## src/rtl/clarke_pipe.sv

```systemverilog
// Pipelined Clarke transform (abc -> alpha/beta) with a per-sample 2/3-phase mode, round-half-up and saturation.
// Latency is 3 cycles. All stages stall together while out_valid & !out_ready; in_ready = !out_valid | out_ready.
// Optional zero-sequence output when CLARKE_ZSEQ_EN is defined.
module clarke_pipe #(
    parameter int D_WIDTH = 18,
    parameter int Q_BITS  = 15,
    parameter int TAG_W   = 2
) (
    input  logic                      clk,
    input  logic                      rstb,
    input  logic                      in_valid,
    output logic                      in_ready,
    input  logic                      mode3,
    input  logic [TAG_W-1:0]          in_tag,
    input  logic signed [D_WIDTH-1:0] a,
    input  logic signed [D_WIDTH-1:0] b,
    input  logic signed [D_WIDTH-1:0] c,
    output logic                      out_valid,
    input  logic                      out_ready,
    output logic signed [D_WIDTH-1:0] alpha,
    output logic signed [D_WIDTH-1:0] beta,
    output logic [TAG_W-1:0]          out_tag,
    output logic                      out_sat
`ifdef CLARKE_ZSEQ_EN
    ,
    output logic signed [D_WIDTH-1:0] zseq
`endif
);

    localparam int SW = D_WIDTH + 2;
    localparam int KW = Q_BITS + 2;
    localparam int PW = SW + KW;

    // Largest k with 3*(2k-1)^2 <= 4^(Q+1), i.e. round(2^Q / sqrt3), built bit by bit.
    function automatic longint calc_k1();
        longint k;
        longint t;
        longint lim;
        k   = 0;
        lim = longint'(1) << (2 * Q_BITS + 2);
        for (int i = Q_BITS; i >= 0; i--) begin
            t = k | (longint'(1) << i);
            if (3 * (2 * t - 1) * (2 * t - 1) <= lim) k = t;
        end
        return k;
    endfunction

    localparam logic signed [KW-1:0] K1      = KW'(calc_k1());
    localparam logic signed [KW-1:0] K3      = KW'(((longint'(1) << (Q_BITS + 1)) + 3) / 6);
    localparam logic signed [KW-1:0] ONE_Q   = KW'(longint'(1) << Q_BITS);
    localparam logic signed [PW-1:0] HALF    = PW'(1) << (Q_BITS - 1);
    localparam logic signed [PW-1:0] SAT_MAX = (PW'(1) << (D_WIDTH - 1)) - PW'(1);
    localparam logic signed [PW-1:0] SAT_MIN = -(PW'(1) << (D_WIDTH - 1));

    function automatic logic [D_WIDTH:0] rnd_sat(input logic signed [PW-1:0] p);
        logic signed [PW-1:0] r;
        r = (p + HALF) >>> Q_BITS;
        if (r > SAT_MAX)      rnd_sat = {1'b1, SAT_MAX[D_WIDTH-1:0]};
        else if (r < SAT_MIN) rnd_sat = {1'b1, SAT_MIN[D_WIDTH-1:0]};
        else                  rnd_sat = {1'b0, r[D_WIDTH-1:0]};
    endfunction

    logic adv;
    assign adv      = !out_valid | out_ready;
    assign in_ready = adv;

    logic signed [SW-1:0] ae, be, ce;
    logic signed [SW-1:0] sum_al, sum_be;
    assign ae = {{2{a[D_WIDTH-1]}}, a};
    assign be = {{2{b[D_WIDTH-1]}}, b};
    assign ce = {{2{c[D_WIDTH-1]}}, c};
    assign sum_al = mode3 ? (ae + ae - be - ce) : ae;
    assign sum_be = mode3 ? (be - ce) : (ae + be + be);

    // Stage 1: sums, mode and tag
    logic                 s1_vld, s1_mode;
    logic [TAG_W-1:0]     s1_tag;
    logic signed [SW-1:0] s1_al, s1_be;

    always_ff @(posedge clk or negedge rstb) begin
        if (!rstb) begin
            s1_vld  <= 1'b0;
            s1_mode <= 1'b0;
            s1_tag  <= '0;
            s1_al   <= '0;
            s1_be   <= '0;
        end else if (adv) begin
            s1_vld  <= in_valid;
            s1_mode <= mode3;
            s1_tag  <= in_tag;
            s1_al   <= sum_al;
            s1_be   <= sum_be;
        end
    end

    // 2-phase alpha goes through the same multiplier scaled by 2^Q, so rounding returns a exactly.
    logic signed [KW-1:0] k_al;
    logic signed [PW-1:0] p_al, p_be;
    assign k_al = s1_mode ? K3 : ONE_Q;
    assign p_al = PW'(s1_al) * PW'(k_al);
    assign p_be = PW'(s1_be) * PW'(K1);

    // Stage 2: full-precision products
    logic                 s2_vld;
    logic [TAG_W-1:0]     s2_tag;
    logic signed [PW-1:0] s2_al, s2_be;

    always_ff @(posedge clk or negedge rstb) begin
        if (!rstb) begin
            s2_vld <= 1'b0;
            s2_tag <= '0;
            s2_al  <= '0;
            s2_be  <= '0;
        end else if (adv) begin
            s2_vld <= s1_vld;
            s2_tag <= s1_tag;
            s2_al  <= p_al;
            s2_be  <= p_be;
        end
    end

    logic                      sat_al, sat_be, sat_z;
    logic signed [D_WIDTH-1:0] al_nx, be_nx;
    assign {sat_al, al_nx} = rnd_sat(s2_al);
    assign {sat_be, be_nx} = rnd_sat(s2_be);

`ifdef CLARKE_ZSEQ_EN
    logic signed [SW-1:0]      s1_z;
    logic signed [PW-1:0]      s2_z;
    logic signed [D_WIDTH-1:0] z_nx;

    always_ff @(posedge clk or negedge rstb) begin
        if (!rstb) begin
            s1_z <= '0;
            s2_z <= '0;
            zseq <= '0;
        end else if (adv) begin
            s1_z <= mode3 ? (ae + be + ce) : '0;
            s2_z <= PW'(s1_z) * PW'(K3);
            if (s2_vld) zseq <= z_nx;
        end
    end

    assign {sat_z, z_nx} = rnd_sat(s2_z);
`else
    assign sat_z = 1'b0;
`endif

    // Stage 3: round, saturate, present; data only changes when a real sample lands
    always_ff @(posedge clk or negedge rstb) begin
        if (!rstb) begin
            out_valid <= 1'b0;
            alpha     <= '0;
            beta      <= '0;
            out_tag   <= '0;
            out_sat   <= 1'b0;
        end else if (adv) begin
            out_valid <= s2_vld;
            if (s2_vld) begin
                alpha   <= al_nx;
                beta    <= be_nx;
                out_tag <= s2_tag;
                out_sat <= sat_al | sat_be | sat_z;
            end
        end
    end

endmodule

```

## config.mk

```make
export PLATFORM = sky130hd
export DESIGN_NAME = clarke_pipe
export DESIGN_NICKNAME = d
export VERILOG_FILES = /design/src/rtl/clarke_pipe.sv
export SDC_FILE = /design/constraint.sdc
export NUM_CORES = 1
export LEC_CHECK = 0
export CORE_AREA = 5 5 207 209
export DETAILED_ROUTE_END_ITERATION = 8
export DIE_AREA = 0 0 212 214
export MAX_ROUTING_LAYER = met4
export PLACE_DENSITY_LB_ADDON = 0.12
export SKIP_CTS_REPAIR_TIMING = 1
export SYNTH_ARGS = -nofsm -noshare
export SYNTH_HDL_FRONTEND = slang
export SYNTH_SLANG_ARGS = --single-unit
export TNS_END_PERCENT = 20
```

## constraint.sdc

```tcl
create_clock -name clk -period 6.1 [get_ports clk]
set_clock_uncertainty 0.05 [all_clocks]
set_input_delay 1.83 -clock clk [delete_from_list [all_inputs] [get_ports clk]]
set_output_delay 1.83 -clock clk [all_outputs]
set_load 0.02 [all_outputs]
```

==> impl_metrics.ini <==
[global_route]
antenna_found_initial = 0
grt_usage_pct = 25.5
grt_max_degree = 97
grt-ovfl-total = 0
grt_pass1_wl_um = 90300
grt_pass1_vias = 17000

[synthesis]
ys.flop_type = dfrtp_1
avgSynthCellArea_sq_um = 8.97
syn_nets = 3134
ys_seq_area_share_pct = 14.9
synth-seq-cells = 131
yosysWarningCount = 0
syn_inst = 2454
synth_top_cell_area_share_pct = 25.5
ys_top_cells_by_count = inv_1 (546), ha_1 (339), fa_1 (280), nand2_1 (173), dfrtp_1 (131)
netlist_area_sq_um = 22000
synthTopCellsByArea = fa_1 (25%), ha_1 (19%), dfrtp_1 (15%)
ys_types = 71
yosys.area.top_type = fa_1
synth-edff-count = 0
synth_most_common_cell = inv_1
async_reset_ff_share_pct = 100

[final_layout]
final_cell_area_sq_um = 24900
synthToLayoutAreaGrowth_pct = 13.0
instances_no_fill = 3131
diodes = 0
nets = 3266
drive_above_1_share_pct = 6.89

[critical_path]
crit_arrival_ps = 6200
cp.required_ps = 6380
cpMostUsedCell = fa_1
cp_max_fo = 6
end_kind = flip-flop
cp-start-kind = flip-flop
path_cells = buf_6 -> and2_4 -> ha_4 -> inv_1 -> fa_1 -> inv_1 -> fa_1 -> fa_1 -> fa_1 -> inv_1 -> fa_1 -> inv_1 -> ha_4 -> o21ai_1 -> a21boi_1 -> o211ai_1 -> o2111ai_2 -> buf_6 -> a311oi_4 -> o21bai_1 -> a21oi_2 -> xnor2_1 -> mux2_2
slowest_delay_ps = 520
slowest_stage = fa_1
path_class = reg2reg

[floorplanning]
std_cell_rows = 74
core_sq_um = 40600
initial_core_util_pct = 54.1
io_pins = 102
die-area_sq_um = 45400
die_h_um = 214
die_x_um = 212

[drt]
drt-total-wl_um = 56000
drt_iter0_drc = 1015
postRouteAntennaNets = 0
viasPerCell = 5.30
vias = 16600
firstDrtPassIters = 5
wl_per_cell_um = 17.9
drcViolationCount = 0

[clock_tree]
clk_path_buf_depth = 2
cts_tree = done
insertion_delay_ps = 440
cts_root_buf = clkbuf_16
cts_sinks = 131
htreeDepth = 4
cts.clk_slew.worst_paths_ps = 70
cts_buffers = 17

[timing]
layout_setup_ws_ps = 178
fmax_mhz = 169
rsz0062_at_grt = true
final_hold_viol_count = 0
period_minus_slack_ps = 5920
tightestPinTransition_ps = 1140
drv_slew = 0
final.period_utilization_pct = 97.1
setup_viol = 0
slew_headroom_pct = 23.7

[min_path]
min_path_type = reg2reg

[flow_run]
maxCapViolCount = 0

[placed_design]
hpwl_um = 48500
dp.cells = 3089
pre_cts_slack_ps = -92.9
place.gp.congestion = 0.949
place.port_buffers = 101
place_area_sq_um = 23900

[run_status]
outcome = completed
-- registers in the layout, summed over array words and instances (netlist names) --
name,count
s1_al,20
s2_be,22
s2_vld,1
beta,18
out_tag,2
alpha,18
out_valid,1
s1_be,19
s2_tag,2
s1_mode,1
s2_al,23
s1_tag,2
s1_vld,1
out_sat,1
-- cell families after synthesis --
family	synth area share (%)
buffers and inverters	10.4
and+or+nand+nor	11.3
adders and majority gates	44.7
xor gates and xnor gates	5.89
muxes	1.04
DFF	14.9
AOI/OAI and AO/OA	11.7
-- worst max-delay path, delay by kind of cell (launching register included) --
family / cells / cell delay, ps
flops: 1 / 440
compound gates: 7 / 1340
xor+xnor: 1 / 70
mux: 1 / 260
buf+inv: 6 / 520
fa+ha+maj: 7 / 2960
simple gates: 1 / 150
-- final timing paths --
path / from / to / slack, ps / depth (start not counted)
setup reg to reg: s1_mode$_DFFE_PN0N_ / s2_al[34]$_DFFE_PN0N_ / 180 / 23
setup / recovery: s1_mode$_DFFE_PN0N_ / s2_al[34]$_DFFE_PN0N_ / 180 / 23
hold / removal: s2_tag[1]$_DFFE_PN0N_ / out_tag[1]$_DFFE_PN0P_ / 410 / 2
max in group asynchronous: rstb / s2_be[33]$_DFFE_PN0N_ / 3550 / 2
hold reg to reg: s2_tag[1]$_DFFE_PN0N_ / out_tag[1]$_DFFE_PN0P_ / 410 / 2
min in group asynchronous: rstb / alpha[6]$_DFFE_PN0P_ / 1430 / 1
-- cell type report --
type	instances	area (sq um)
multi-input combinational	1714	16700
fill	3608	15800
sequential	131	3280
inverter	548	2060
timing repair buffer	174	1590
tap	532	666
clock buffer	18	429
clock inverter	14	133
-- layer usage --
layer  up-vias  GRT usage [%]  part of all wire [%]
met1      8138           36.3                    48
met2       259           40.4                    48
met5         -              -                     0
met3        42           2.71                   2.8
met4         0           4.34                   1.2
li1       8146              -                     -
-- stage by stage --
stage | hold slack [ps] | utilization [%] | setup TNS (ps)
finish | 412 | 61.2 | 0
CTS | 416 | 60.3 | -444
global route | 441 | 61.2 | -115
detailed placement | 403 | 58.9 | -273
floorplan | 389 | - | 0
global placement | 401 | 58.9 | 0
-- cell usage in the layout (no fill, tap or decap), types with 6 or more instances in the layout --
master / count
xor2_1: 65
inv_2: 6
fa_1: 278
a21oi_1: 119
o21ai_0: 92
nor2b_1: 32
a21o_1: 29
nand2b_1: 11
and2_1: 31
nand4_1: 14
dfrtp_1: 126
o21bai_1: 18
clkdlybuf4s50_1: 100
nand3_1: 38
nor3_1: 31
a31oi_1: 8
nand2_2: 6
a211oi_1: 12
nor4_1: 7
nor2_1: 119
o21a_1: 16
xnor2_1: 83
o22a_1: 18
ha_1: 321
mux2i_1: 18
ha_4: 13
or3_1: 8
inv_1: 541
clkbuf_16: 17
and3_1: 23
o31ai_1: 15
buf_4: 68
o211ai_1: 14
nand2_1: 168
Power is left out: the tool's default activity adds up to more than one toggle a clock period on the data nets, which glitch-free logic cannot reach.
